`src/rtl/std_multi_counter_if.sv`:
```
// ============================================================================
// Module   : std_multi_counter_if
// Brief    : Per-channel control/status bundle for std_multi_counter.
// Revision : 1.0 - initial release
// ============================================================================
`default_nettype none

interface std_multi_counter_if #(
    parameter int CHANNELS   = 4,
    parameter int WIDTH      = 8,
    parameter int STEP_WIDTH = 4
);
    logic [CHANNELS-1:0]            i_clear;
    logic [CHANNELS-1:0]            i_set;
    logic [CHANNELS*WIDTH-1:0]      i_set_value;
    logic [CHANNELS-1:0]            i_up;
    logic [CHANNELS-1:0]            i_down;
    logic [CHANNELS*STEP_WIDTH-1:0] i_step;
    logic [CHANNELS-1:0]            i_flag_clear;
    logic [CHANNELS*WIDTH-1:0]      o_count;
    logic [CHANNELS*WIDTH-1:0]      o_count_next;
    logic [CHANNELS-1:0]            o_wrap_around;
    logic [CHANNELS-1:0]            o_bound_flag;

    modport master (
        output i_clear, i_set, i_set_value, i_up, i_down, i_step, i_flag_clear,
        input  o_count, o_count_next, o_wrap_around, o_bound_flag
    );

    modport slave (
        input  i_clear, i_set, i_set_value, i_up, i_down, i_step, i_flag_clear,
        output o_count, o_count_next, o_wrap_around, o_bound_flag
    );
endinterface

`default_nettype wire

```
`src/rtl/std_multi_counter.sv`:
```
// ============================================================================
// Module   : std_multi_counter
// Brief    : Bank of up/down step counters with wrap or saturate at bounds and
//            sticky bound flags. Define STD_MULTI_COUNTER_CASCADE_EN to ripple
//            channel k-1 bound events into channel k as a unit step.
// Revision : 1.0 - initial release
// ============================================================================
`default_nettype none

module std_multi_counter #(
    parameter int                CHANNELS      = 4,
    parameter int                WIDTH         = 8,
    parameter int                STEP_WIDTH    = 4,
    parameter logic [WIDTH-1:0]  MAX_COUNT     = {WIDTH{1'b1}},
    parameter logic [WIDTH-1:0]  MIN_COUNT     = '0,
    parameter logic [WIDTH-1:0]  INITIAL_COUNT = MIN_COUNT,
    parameter bit                WRAP_AROUND   = 1'b1
) (
    input  wire                  i_clk,
    input  wire                  i_rst,
    std_multi_counter_if.slave   bus
);
    // Extended width so count+step never truncates before the bound compare.
    localparam int EW = WIDTH + STEP_WIDTH + 1;
    localparam logic [EW-1:0]        MAX_EXT  = EW'(MAX_COUNT);
    localparam logic signed [EW-1:0] MIN_SEXT = EW'(MIN_COUNT);
    localparam logic [EW-1:0]        SPAN_EXT = EW'(MAX_COUNT) - EW'(MIN_COUNT) + EW'(1);

    logic [WIDTH-1:0]      count_reg [CHANNELS];
    logic [WIDTH-1:0]      count_nxt [CHANNELS];
    logic [CHANNELS-1:0]   wrap_evt;
    logic [CHANNELS-1:0]   flag_reg;

    logic                  carry_up;
    logic                  carry_dn;
    logic                  eff_up;
    logic                  eff_dn;
    logic [STEP_WIDTH-1:0] eff_step;
    logic [EW-1:0]         sum;
    logic signed [EW-1:0]  diff;

    // Single sequential loop so the cascade ripple is evaluated in channel order.
    always_comb begin
        carry_up = 1'b0;
        carry_dn = 1'b0;
        eff_up   = 1'b0;
        eff_dn   = 1'b0;
        eff_step = '0;
        sum      = '0;
        diff     = '0;
        wrap_evt = '0;
        for (int k = 0; k < CHANNELS; k++) begin
            eff_up   = bus.i_up[k];
            eff_dn   = bus.i_down[k];
            eff_step = bus.i_step[k*STEP_WIDTH +: STEP_WIDTH];
`ifdef STD_MULTI_COUNTER_CASCADE_EN
            if (k > 0 && (carry_up || carry_dn)) begin
                eff_up   = carry_up;
                eff_dn   = carry_dn;
                eff_step = STEP_WIDTH'(1);
            end
`endif
            sum       = EW'(count_reg[k]) + EW'(eff_step);
            diff      = $signed(EW'(count_reg[k])) - $signed(EW'(eff_step));
            carry_up  = 1'b0;
            carry_dn  = 1'b0;
            count_nxt[k] = count_reg[k];
            if (bus.i_clear[k]) begin
                count_nxt[k] = INITIAL_COUNT;
            end else if (bus.i_set[k]) begin
                count_nxt[k] = bus.i_set_value[k*WIDTH +: WIDTH];
            end else if (eff_up && !eff_dn && eff_step != '0) begin
                if (sum > MAX_EXT) begin
                    carry_up     = 1'b1;
                    count_nxt[k] = WRAP_AROUND ? WIDTH'(sum - SPAN_EXT) : MAX_COUNT;
                end else begin
                    count_nxt[k] = WIDTH'(sum);
                end
            end else if (eff_dn && !eff_up && eff_step != '0) begin
                if (diff < MIN_SEXT) begin
                    carry_dn     = 1'b1;
                    count_nxt[k] = WRAP_AROUND ? WIDTH'(diff + $signed(SPAN_EXT)) : MIN_COUNT;
                end else begin
                    count_nxt[k] = WIDTH'(diff);
                end
            end
            wrap_evt[k] = carry_up | carry_dn;
        end
    end

    always_ff @(posedge i_clk or negedge i_rst) begin
        if (!i_rst) begin
            for (int k = 0; k < CHANNELS; k++) count_reg[k] <= INITIAL_COUNT;
            flag_reg <= '0;
        end else begin
            for (int k = 0; k < CHANNELS; k++) count_reg[k] <= count_nxt[k];
            flag_reg <= wrap_evt | (flag_reg & ~bus.i_flag_clear);
        end
    end

    generate
        for (genvar g = 0; g < CHANNELS; g++) begin : g_out
            assign bus.o_count[g*WIDTH +: WIDTH]      = count_reg[g];
            assign bus.o_count_next[g*WIDTH +: WIDTH] = count_nxt[g];
        end
    endgenerate

    assign bus.o_wrap_around = wrap_evt;
    assign bus.o_bound_flag  = flag_reg;

`ifndef SYNTHESIS
    generate
        for (genvar g = 0; g < CHANNELS; g++) begin : g_chk
            a_step_range : assert property (@(posedge i_clk) disable iff (!i_rst)
                (!bus.i_clear[g] && !bus.i_set[g] && (bus.i_up[g] ^ bus.i_down[g]))
                |-> (EW'(bus.i_step[g*STEP_WIDTH +: STEP_WIDTH]) <= SPAN_EXT));
        end
    endgenerate
`endif

endmodule

`default_nettype wire
```
`src/flat_wrapper.sv`:
```
// flat-port wrapper written by rule: the top's interface ports become plain ports
module std_multi_counter_flat 
#(
    parameter int                CHANNELS      = 4,
    parameter int                WIDTH         = 8,
    parameter int                STEP_WIDTH    = 4,
    parameter logic [WIDTH-1:0]  MAX_COUNT     = {WIDTH{1'b1}},
    parameter logic [WIDTH-1:0]  MIN_COUNT     = '0,
    parameter logic [WIDTH-1:0]  INITIAL_COUNT = MIN_COUNT,
    parameter bit                WRAP_AROUND   = 1'b1
)
  (i_clk, i_rst, bus_i_clear, bus_i_set, bus_i_set_value, bus_i_up, bus_i_down, bus_i_step, bus_i_flag_clear, bus_o_count, bus_o_count_next, bus_o_wrap_around, bus_o_bound_flag);
  std_multi_counter_if #(.CHANNELS(CHANNELS), .WIDTH(WIDTH), .STEP_WIDTH(STEP_WIDTH)) bus_i ();
  input  wire i_clk;
  input  wire i_rst;
  input wire logic [$bits(bus_i.i_clear)-1:0] bus_i_clear;
  input wire logic [$bits(bus_i.i_set)-1:0] bus_i_set;
  input wire logic [$bits(bus_i.i_set_value)-1:0] bus_i_set_value;
  input wire logic [$bits(bus_i.i_up)-1:0] bus_i_up;
  input wire logic [$bits(bus_i.i_down)-1:0] bus_i_down;
  input wire logic [$bits(bus_i.i_step)-1:0] bus_i_step;
  input wire logic [$bits(bus_i.i_flag_clear)-1:0] bus_i_flag_clear;
  output wire logic [$bits(bus_i.o_count)-1:0] bus_o_count;
  output wire logic [$bits(bus_i.o_count_next)-1:0] bus_o_count_next;
  output wire logic [$bits(bus_i.o_wrap_around)-1:0] bus_o_wrap_around;
  output wire logic [$bits(bus_i.o_bound_flag)-1:0] bus_o_bound_flag;
  assign bus_i.i_clear = bus_i_clear;
  assign bus_i.i_set = bus_i_set;
  assign bus_i.i_set_value = bus_i_set_value;
  assign bus_i.i_up = bus_i_up;
  assign bus_i.i_down = bus_i_down;
  assign bus_i.i_step = bus_i_step;
  assign bus_i.i_flag_clear = bus_i_flag_clear;
  assign bus_o_count = bus_i.o_count;
  assign bus_o_count_next = bus_i.o_count_next;
  assign bus_o_wrap_around = bus_i.o_wrap_around;
  assign bus_o_bound_flag = bus_i.o_bound_flag;
  std_multi_counter #(.CHANNELS(CHANNELS), .WIDTH(WIDTH), .STEP_WIDTH(STEP_WIDTH), .MAX_COUNT(MAX_COUNT), .MIN_COUNT(MIN_COUNT), .INITIAL_COUNT(INITIAL_COUNT), .WRAP_AROUND(WRAP_AROUND)) u_core (.i_clk(i_clk), .i_rst(i_rst), .bus(bus_i));
endmodule
```
`config.mk`:
```
export PLATFORM = sky130hd
export DESIGN_NAME = std_multi_counter_flat
export DESIGN_NICKNAME = d
export VERILOG_FILES = /design/src/rtl/std_multi_counter_if.sv /design/src/rtl/std_multi_counter.sv /design/src/flat_wrapper.sv
export SDC_FILE = /design/constraint.sdc
export NUM_CORES = 1
export LEC_CHECK = 0
export ABC_AREA = 0
export CORE_MARGIN = 2
export CORE_UTILIZATION = 35
export CTS_BUF_LIST = sky130_fd_sc_hd__clkbuf_16
export CTS_CLUSTER_DIAMETER = 40
export DETAILED_ROUTE_END_ITERATION = 10
export PLACE_DENSITY_LB_ADDON = 0.3
export SLEW_MARGIN = 20
export SYNTH_ARGS = -nofsm -noshare
export SYNTH_HDL_FRONTEND = slang
export SYNTH_SLANG_ARGS = --single-unit
export TNS_END_PERCENT = 1
```
`constraint.sdc`:
```
create_clock -name i_clk -period 3.31 [get_ports i_clk]
set_clock_uncertainty 0.2 [all_clocks]
set_input_delay 0.331 -clock i_clk [delete_from_list [all_inputs] [get_ports i_clk]]
set_output_delay 0.331 -clock i_clk [all_outputs]
set_load 0.02 [all_outputs]
```
# [After elaboration in Yosys (flattened, before gate mapping)]
# Index checks and enable logic that the tools add are counted.
# W data, S select, Z words.
[op_classes] n_reduce_logical=28 magnitude_cmp=8 muxes=60 addsub=16 bitwise=7
[ops] cell="$mux W8" n=24
[ops] cell="$add A8 B4 Y9" n=4
[ops] cell="$gt A9 B8 Y1 const B" n=4
[ops] cell="$lt A9 B1 Y1 const B" n=4
[ops] cell="$mux W1" n=36
[ops] cell="$sub A8 B4 Y9" n=4
[ops] cell="$add A8 B1 Y8 const B" n=4
[ops] cell="$sub A8 B1 Y8 const B" n=4
[ops] cell="$logic_and A1 B1 Y1" n=16
[ops] cell="$reduce_bool A4 Y1" n=4
[ops] cell="$logic_not A1 Y1" n=8
[ops] cell="$and A4 B4 Y4" n=1
[ops] cell="$not A4 Y4" n=1
[ops] cell="$or A1 B1 Y1" n=4
[ops] cell="$or A4 B4 Y4" n=1
[word_totals] reg_bits=36

# [Depth between registers and ports, before layout]
# Gate-level depths: netlist of the first run.
[depth] depth_word=9 depth_mapped=9 mapped_depth_nobuf=9

# [Worst setup path after synthesis of the first run]
# Ideal clock, no wire load.
[synth_timing] path_kind="reg2out" startpoint="register u_core.count_reg (netlist bit u_core.bus.o_count[10])" endpoint="output port bus_o_count_next[13]" required_ns=2.779 path_slack_ns=0.329 stages_incl_launch_ff=7 t_arrival_ns=2.450 n_path_buf=1 cell_sequence="dfrtp_1 > ha_1 > clkbuf_1 > nor2_1 > o21a_1 > o311a_1 > o311ai_0"
[synth_via] elab_chain_cells=7 elab_cells_between_ends=12 cone_classes="add/sub: 4; order compare: 2; mux: 6"
[synth_rtl] element="start: declaration" line="std_multi_counter.sv:29" rtl="logic [WIDTH-1:0] count_reg [CHANNELS];"
[synth_rtl] element="$sub A8 B4 Y9" line="std_multi_counter.sv:64" rtl="diff = $signed(EW'(count_reg[k])) - $signed(EW'(eff_step));"
[synth_rtl] element="$add A8 B1 Y8 or $lt A9 B1 Y1 (tied branches)" line="std_multi_counter.sv:82, std_multi_counter.sv:80"
[synth_rtl] element="$mux W8" line="std_multi_counter.sv:80" rtl="if (diff < MIN_SEXT) begin"
[synth_rtl] element="$mux W8" line="std_multi_counter.sv:79" rtl="end else if (eff_dn && !eff_up && eff_step != '0) begin"
[synth_rtl] element="$mux W8 *" line="std_multi_counter.sv:72" rtl="end else if (eff_up && !eff_dn && eff_step != '0) begin"
[synth_rtl] element="$mux W8 *" line="std_multi_counter.sv:70" rtl="end else if (bus.i_set[k]) begin"
[synth_rtl] element="$mux W8 *" line="std_multi_counter.sv:68" rtl="if (bus.i_clear[k]) begin"
[synth_rtl] element="end: declaration" line="flat_wrapper.sv:24" rtl="output wire logic [$bits(bus_i.o_count_next)-1:0] bus_o_count_next;"
# Mark *: on every way between the ends. The rest lies on a longest branch, timed or not.

# [Worst setup path in the final report of the first run]
[layout_timing] startpoint="input port bus_i_step[10]" endpoint="output port bus_o_count_next[21]"
[layout_via] elab_chain_cells=7 elab_cells_between_ends=15 cone_classes="add/sub: 4; order compare: 2; mux: 6; reduce/logical: 3"
[layout_rtl] element="start: declaration" line="flat_wrapper.sv:21" rtl="input wire logic [$bits(bus_i.i_step)-1:0] bus_i_step;"
[layout_rtl] element="$sub A8 B4 Y9" line="std_multi_counter.sv:64"
[layout_rtl] element="$add A8 B1 Y8 or $lt A9 B1 Y1 (tied branches)" line="std_multi_counter.sv:82, std_multi_counter.sv:80"
[layout_rtl] element="$mux W8" line="std_multi_counter.sv:80"
[layout_rtl] element="$mux W8" line="std_multi_counter.sv:79"
[layout_rtl] element="$mux W8 *" line="std_multi_counter.sv:72"
[layout_rtl] element="$mux W8 *" line="std_multi_counter.sv:70"
[layout_rtl] element="$mux W8 *" line="std_multi_counter.sv:68"
# Marked as above.

==> results of run 1 <==
placed cells by master, fill, tap and decap left out, types with 5 or more instances in the layout:
| cell | synthesis | final |
|---|---|---|
| a21oi_1 | 25 | 21 |
| a221o_1 | 10 | 10 |
| and3_1 | 7 | 7 |
| buf_4 | 0 | 93 |
| clkbuf_16 | 0 | 5 |
| clkbuf_2 | 0 | 6 |
| clkdlybuf4s15_2 | 0 | 5 |
| clkdlybuf4s50_1 | 0 | 105 |
| dfrtp_1 | 36 | 36 |
| dlygate4sd2_1 | 0 | 11 |
| dlymetal6s2s_1 | 0 | 8 |
| fa_1 | 8 | 8 |
| ha_1 | 32 | 30 |
| inv_1 | 43 | 44 |
| mux2i_1 | 6 | 6 |
| nand2_1 | 29 | 29 |
| nand2b_1 | 8 | 8 |
| nand3_1 | 12 | 12 |
| nor2_1 | 38 | 38 |
| nor2b_1 | 19 | 19 |
| nor3_1 | 24 | 24 |
| nor3b_1 | 5 | 5 |
| nor4_1 | 7 | 6 |
| o21a_1 | 9 | 9 |
| o21ai_0 | 23 | 19 |
| o21ai_1 | 2 | 6 |
| o21bai_1 | 8 | 8 |
| or3_1 | 5 | 5 |
Yosys cell counts (7+ instances only):
library cell   n  area (µm²)
inv_1         43         161
nor2_1        38         143
dfrtp_1       36         901
ha_1          32         400
nand2_1       29         109
a21oi_1       25         125
nor3_1        24         120
o21ai_0       23         115
nor2b_1       19         119
clkbuf_1      16        60.1
nand3_1       12        60.1
a221o_1       10         100
o21a_1         9        67.6
fa_1           8         160
nand2b_1       8        50.1
o21bai_1       8        60.1
and3_1         7        43.8
nor4_1         7        43.8
final cells by class:
type / count / share of cell area, %
tap: 136 / 2.80
inverter: 43 / 2.66
timing repair buffer: 233 / 33.9
multi-input combinational: 361 / 43.6
clock buffer: 5 / 2.06
clock inverter: 2 / 0.144
sequential: 36 / 14.8
kinds of logic after synthesis:
| logic type | synth area share (%) |
|---|---|
| AOI/OAI and AO/OA | 26.4 |
| xor gates and xnor gates | 0.476 |
| adders and majority gates | 15.2 |
| buffers and inverters | 6.02 |
| DFF | 24.5 |
| muxes | 1.63 |
| and+or+nand+nor | 25.8 |
critical path: stages:
cell and delay [ps]:
clkdlybuf4s50_1 480, inv_1 70, ha_4 290, nor3b_1 60, or3_1 370, a221o_1 340, buf_4 150, and3_1 160
a211o_1 280, clkdlybuf4s15_2 260
path summary, 6_finish.rpt:
| kind | from | end | cells past startpoint |
|---|---|---|---|
| min | i_rst | u_core.bus.o_count[30]$_DFF_PN0_ | 1 |
| min in group i_clk | u_core.bus.o_bound_flag[3]$_DFF_PN0_ | u_core.bus.o_bound_flag[3]$_DFF_PN0_ | 1 |
| max | bus_i_step[10] | bus_o_count_next[21] | 10 |
| max in group asynchronous | i_rst | u_core.bus.o_count[21]$_DFF_PN0_ | 1 |
| min reg2reg | u_core.bus.o_bound_flag[3]$_DFF_PN0_ | u_core.bus.o_bound_flag[3]$_DFF_PN0_ | 1 |
| max reg2reg | u_core.bus.o_count[24]$_DFF_PN0_ | u_core.bus.o_bound_flag[3]$_DFF_PN0_ | 10 |
per-stage QoR:
stage / TNS [ps] / instances / utilization [%]
2_1_floorplan: 0 / 456 / -
3_3_place_gp: -5380 / 809 / 57.3
3_5_place_dp: -6540 / 809 / 57.3
4_1_cts: -125 / 816 / 58.7
5_1_grt: -511 / 816 / 59.1
6_report: -16.5 / 816 / 59.1
power groups by stage:
stage / Clock (mW) / Sequential, mW / Combinational, mW
floorplan: 0 / 0.569 / 0.370
detailed placement: 0 / 0.535 / 0.846
finish: 0.451 / 0.529 / 0.847
global route: 0.490 / 0.536 / 0.924
global placement: 0 / 0.533 / 0.834
CTS: 0.466 / 0.528 / 0.841
state kept, by name (all words and copies together) (netlist names):
name,flops
u_core.bus.o_count,32
u_core.bus.o_bound_flag,4
timing repair:
action / in CTS / in global routing
pin swaps: 2 / 2
cloned: 0 / 0
setup buffers: 0 / 0
hold endpoints to repair: 0 / 0
setup endpoints to repair: 30 / 27
gates resized for setup: 58 / 41
metal layers:
layer  global-route usage [%]  vias up
li1                         -     2142
met1                     28.7     2044
met2                     38.5      156
met3                     4.23       15
met4                     3.80        0
met5                        0        -
==> impl_metrics.yaml, run 1 <==
run_status:
  status: "finished, violations left"
  violations: "negative hold slack, negative setup slack"
synthesis:
  synth_fp_nets: 566
  avgSynthCellArea_um2: 8.07
  synthesis.area_um2: 3680
  yosys_warnings: 0
  synth_ff_type: "dfrtp_1"
  yosys_register_bits: 36
  seq_area_frac_synth_pct: 24.5
  async_flop_share_pct: 100
  synth_edf_count: 0
  syn_inst: 456
  yosysUniqueCellTypes: 57
place:
  port_buffers: 141
  routabilityCongestion: 0.908
  postPlaceCellArea_um2: 5890
  place_worst_setup_slack_ps: -451
  dpl.hpwl_um: 10100
power:
  switchingPower_uw: 653
  pwr-share-seq_pct: 29.0
  vdd_drop_max_mv: 0.163
  pwr-share-comb_pct: 46.4
  swShare_pct: 35.7
  total_power_mw: 1.83
  clockPowerShare_pct: 24.7
  powerDensity_nw_per_um2: 301
  p_leak_nw: 2.84
  internal-power_mw: 1.17
worst_setup_path:
  cp_max_fo: 6
  timing_worst_setup_path_type: "primary input to output port"
  critPathLaunchType: "primary input"
  critPathCaptureType: "output port"
  rrSetupSlack_ps: 750
  arrival_ps: 2800
  worstPathRequired_ps: 2780
clock_network:
  h-tree-depth: 2
  clk_pin_slew_worst_paths_ps: 60
  cts_buffers: 5
  clockBufferDepth: 2
  holdBufCountCts: 0
  clkLatencyLatePin_ps: 280
  cts.sinks: 36
  cts_tree: "done"
  clockRootBuffer: "clkbuf_16"
floorplanning:
  start_util_pct: 35.8
  die-area_um2: 11300
  core_area_um2: 10300
  die_h_um: 107
  num_rows: 37
  io_pins: 142
  die_w_um: 107
drt:
  vias: 4357
  dr.pass1.iters: 4
  dr_wl_met3_um: 769
  via_per_inst: 5.34
  drc_errors: 0
  ant_nets: 0
  totalWireLength_um: 12600
  wl_met1_um: 5570
  met2_length_um: 6080
  wl_per_cell_um: 15.4
  drtIter0Drc: 146
  dr.max_layer_used: "met4"
sta:
  worst_pin_slew_ps: 939
  holdWs_ps: -1.36
  setup_violations: 1
  timing.final.crit_share_pct: 100
  slew_headroom_pct: 37.4
  rsz0062_at_grt: "yes"
  period_needed_ps: 3330
  fin_ws_ps: -16.5
  slew_viol_final: 0
  max_freq_mhz: 301
  hold_violations: 4
global_routing:
  grt_pass1_vias: 4476
  grt-ovfl-total: 0
  antenna_found_initial: 0
  grt_max_degree: 37
  grt_usage_pct: 22.1
  grt_pass1_wl_um: 20700
finish:
  nNetsFinal: 790
  drive_gt1_share_pct: 20.4
  antenna_cells: 0
  stdcell_area_um2: 6080
  area_delta_synth_final_pct: 65.1
  regArea_um2: 901
  multiInputGateArea_um2: 2650
  fillers: 946
hold_path:
  hold_class: "primary input to async pin"
run:
  maxCapViolations: 0
Note: power is estimated with default switching activity, not from simulation.
==> run 2: changes to the inputs <==
- GPL_TIMING_DRIVEN: default -> 1
==> results of run 2 <==
No change in the layout: final DEF, timing and power equal those of run 1.
==> run 3: changes to the inputs <==
- ABC_CLOCK_PERIOD_IN_PS: default -> 3310
- CORE_ASPECT_RATIO: default -> 1.1
==> run 3 against run 2 <==
The run still ends with negative hold slack, negative setup slack left. Largest power group unchanged. Die area hardly changed. Global-route usage fell by 0.11 points. Total power is 0.62% higher. Maximum frequency barely moved. Critical path depth is 1 lower.
==> impl_metrics.yaml, run 3 (synthesis gave the netlist of run 1 again) <==
run_status:
  status: "finished, violations left"
  violations: "negative hold slack, negative setup slack"
global_routing:
  busiest_layer: "met2"
  use_met3_pct: 3.95
  grtUsageMet2_pct: 39.3
  grt-ovfl-total: 0
  met1_usage_pct: 26.7
  antenna_found_initial: 0
  grt_pass1_wl_um: 20500
  grt_usage_pct: 22.0
  grt_pass1_vias: 4455
  grt_max_degree: 37
worst_setup_path:
  cp_max_fo: 3
  worstPathRequired_ps: 2780
  critPathLaunchType: "primary input"
  critPathCaptureType: "output port"
  arrival_ps: 2800
  rrSetupSlack_ps: 750
  reg2reg_to: "u_core.bus.o_bound_flag[3]$_DFF_PN0_"
  reg2reg_depth: 10
  worstReg2RegStart: "u_core.bus.o_count[24]$_DFF_PN0_"
  timing_worst_setup_path_type: "primary input to output port"
finish:
  drive_gt1_share_pct: 19.9
  area_delta_synth_final_pct: 64.5
  mostFrequentLayoutCell: "clkdlybuf4s50_1"
  multiInputGateArea_um2: 2650
  antenna_cells: 0
  regArea_um2: 901
  largest_reg_flops: 32
  fillers: 953
  fin_util_pct: 58.8
  nNetsFinal: 784
  mostFrequentLayoutCells: "105 x clkdlybuf4s50_1, 86 x buf_4, 45 x inv_1, 38 x nor2_1, 36 x dfrtp_1"
sta:
  period_needed_ps: 3330
  holdWs_ps: -14.5
  rsz0062_at_grt: "yes"
  slew_viol_final: 0
  timing.final.crit_share_pct: 101
  max_freq_mhz: 300
  worst_pin_slew_ps: 932
  slew_headroom_pct: 37.9
  hold_violations: 12
  fin_ws_ps: -18.3
  setup_violations: 1
hold_path:
  hold_class: "primary input to async pin"
floorplanning:
  num_rows: 39
  die-area_um2: 11400
  core_area_um2: 10300
  start_util_pct: 35.7
  io_pins: 142
  die_w_um: 102
  die_h_um: 112
place:
  dpl.hpwl_um: 10200
  port_buffers: 141
  routabilityCongestion: 0.949
clock_network:
  cts.sinks: 36
  clockRootBuffer: "clkbuf_16"
  clkLatencyLatePin_ps: 280
  cts_setup_buffers: 0
  clk_pin_slew_worst_paths_ps: 60
  cts_tree: "done"
  cts_buffers: 5
  holdBufCountCts: 0
  clockBufferDepth: 2
  h-tree-depth: 2
power:
  p_leak_nw: 2.82
  vdd_drop_max_mv: 0.174
  total_power_mw: 1.84
  powerDensity_nw_per_um2: 304
drt:
  totalWireLength_um: 12600
  via_per_inst: 5.38
  vias: 4402
  drtIter0Drc: 101
  ant_nets: 0
  dr.pass1.iters: 4
  drc_errors: 0
  wl_per_cell_um: 15.4
run:
  maxCapViolations: 0
## run 3: cell count changes in the layout (fill, tap and decap cells not counted), sizes merged
cell           before  now
clkbuf             11   13
inv                44   45
dlygate4sd2        11   12
dlygate4sd1         1    0
buf                97   91
clkdlybuf4s15       5    3
## run 3: worst max path at each step
| stage | from | end | cells past startpoint | slack [ps] |
|---|---|---|---|---|
| after global routing | bus_i_step[12] | bus_o_wrap_around[3] | 9 | -160 |
| after global placement | bus_i_step[10] | bus_o_count_next[21] | 9 | -390 |
| after detailed placement | bus_i_step[4] | bus_o_count_next[12] | 11 | -470 |
| after floorplan | u_core.bus.o_count[10]$_DFF_PN0_ | bus_o_count_next[13] | 6 | 330 |
| after CTS | bus_i_step[5] | bus_o_count_next[13] | 10 | -180 |
| final | bus_i_step[12] | bus_o_count_next[30] | 9 | -20 |
## run 3: repair_timing
| item | 4_1_cts | 5_1_grt |
|---|---|---|
| pin swaps | 2 | 2 |
| setup endpoints to repair | 30 | 28 |
| hold endpoints to repair | 0 | 0 |
| gates resized for setup | 56 | 41 |
## run 3: area by class of cell
type,count,share of cell area [%]
Multi-Input combinational cell,361,43.8
Timing Repair Buffer,227,33.3
Sequential cell,36,14.9
Tap cell,143,2.96
Inverter,43,2.67
Clock buffer,5,2.07
Clock inverter,3,0.269
## run 3: through the flow
step | hold slack (ps) | setup TNS, ps | cell area [µm²] | worst slack, ps | instances
CTS | 13.0 | -323 | 6010 | -177 | 818
floorplan | -165 | 0 | 3680 | 329 | 456
finish | -14.5 | -18.3 | 6050 | -18.3 | 818
detailed placement | 265 | -6040 | 5860 | -473 | 810
global placement | 262 | -4880 | 5860 | -385 | 810
global route | 59.5 | -597 | 6050 | -159 | 818
## run 3: critical path: stages
cell and delay (ps):
clkdlybuf4s50_1 450, ha_1 230, fa_1 380, nor3b_1 170
o311ai_2 260, o32ai_1 160, nor4b_1 340, a221o_1 190
clkdlybuf4s15_2 260
## run 3: power breakdown
group | switching (mW) | leakage, nW | total (mW) | internal, mW
logic | 0.417 | 2.27 | 0.838 | 0.421
clock network | 0.196 | 0.0764 | 0.471 | 0.275
registers | 0.0539 | 0.474 | 0.529 | 0.475
total | 0.666 | 2.82 | 1.84 | 1.17
## run 3: metal layers
layer	wire, µm	share of wire (%)	vias to the layer above
met5	0	0	-
met4	188	1.5	0
met3	656	5.2	19
met2	6600	52	139
met1	5180	41	2111
li1	-	-	2133
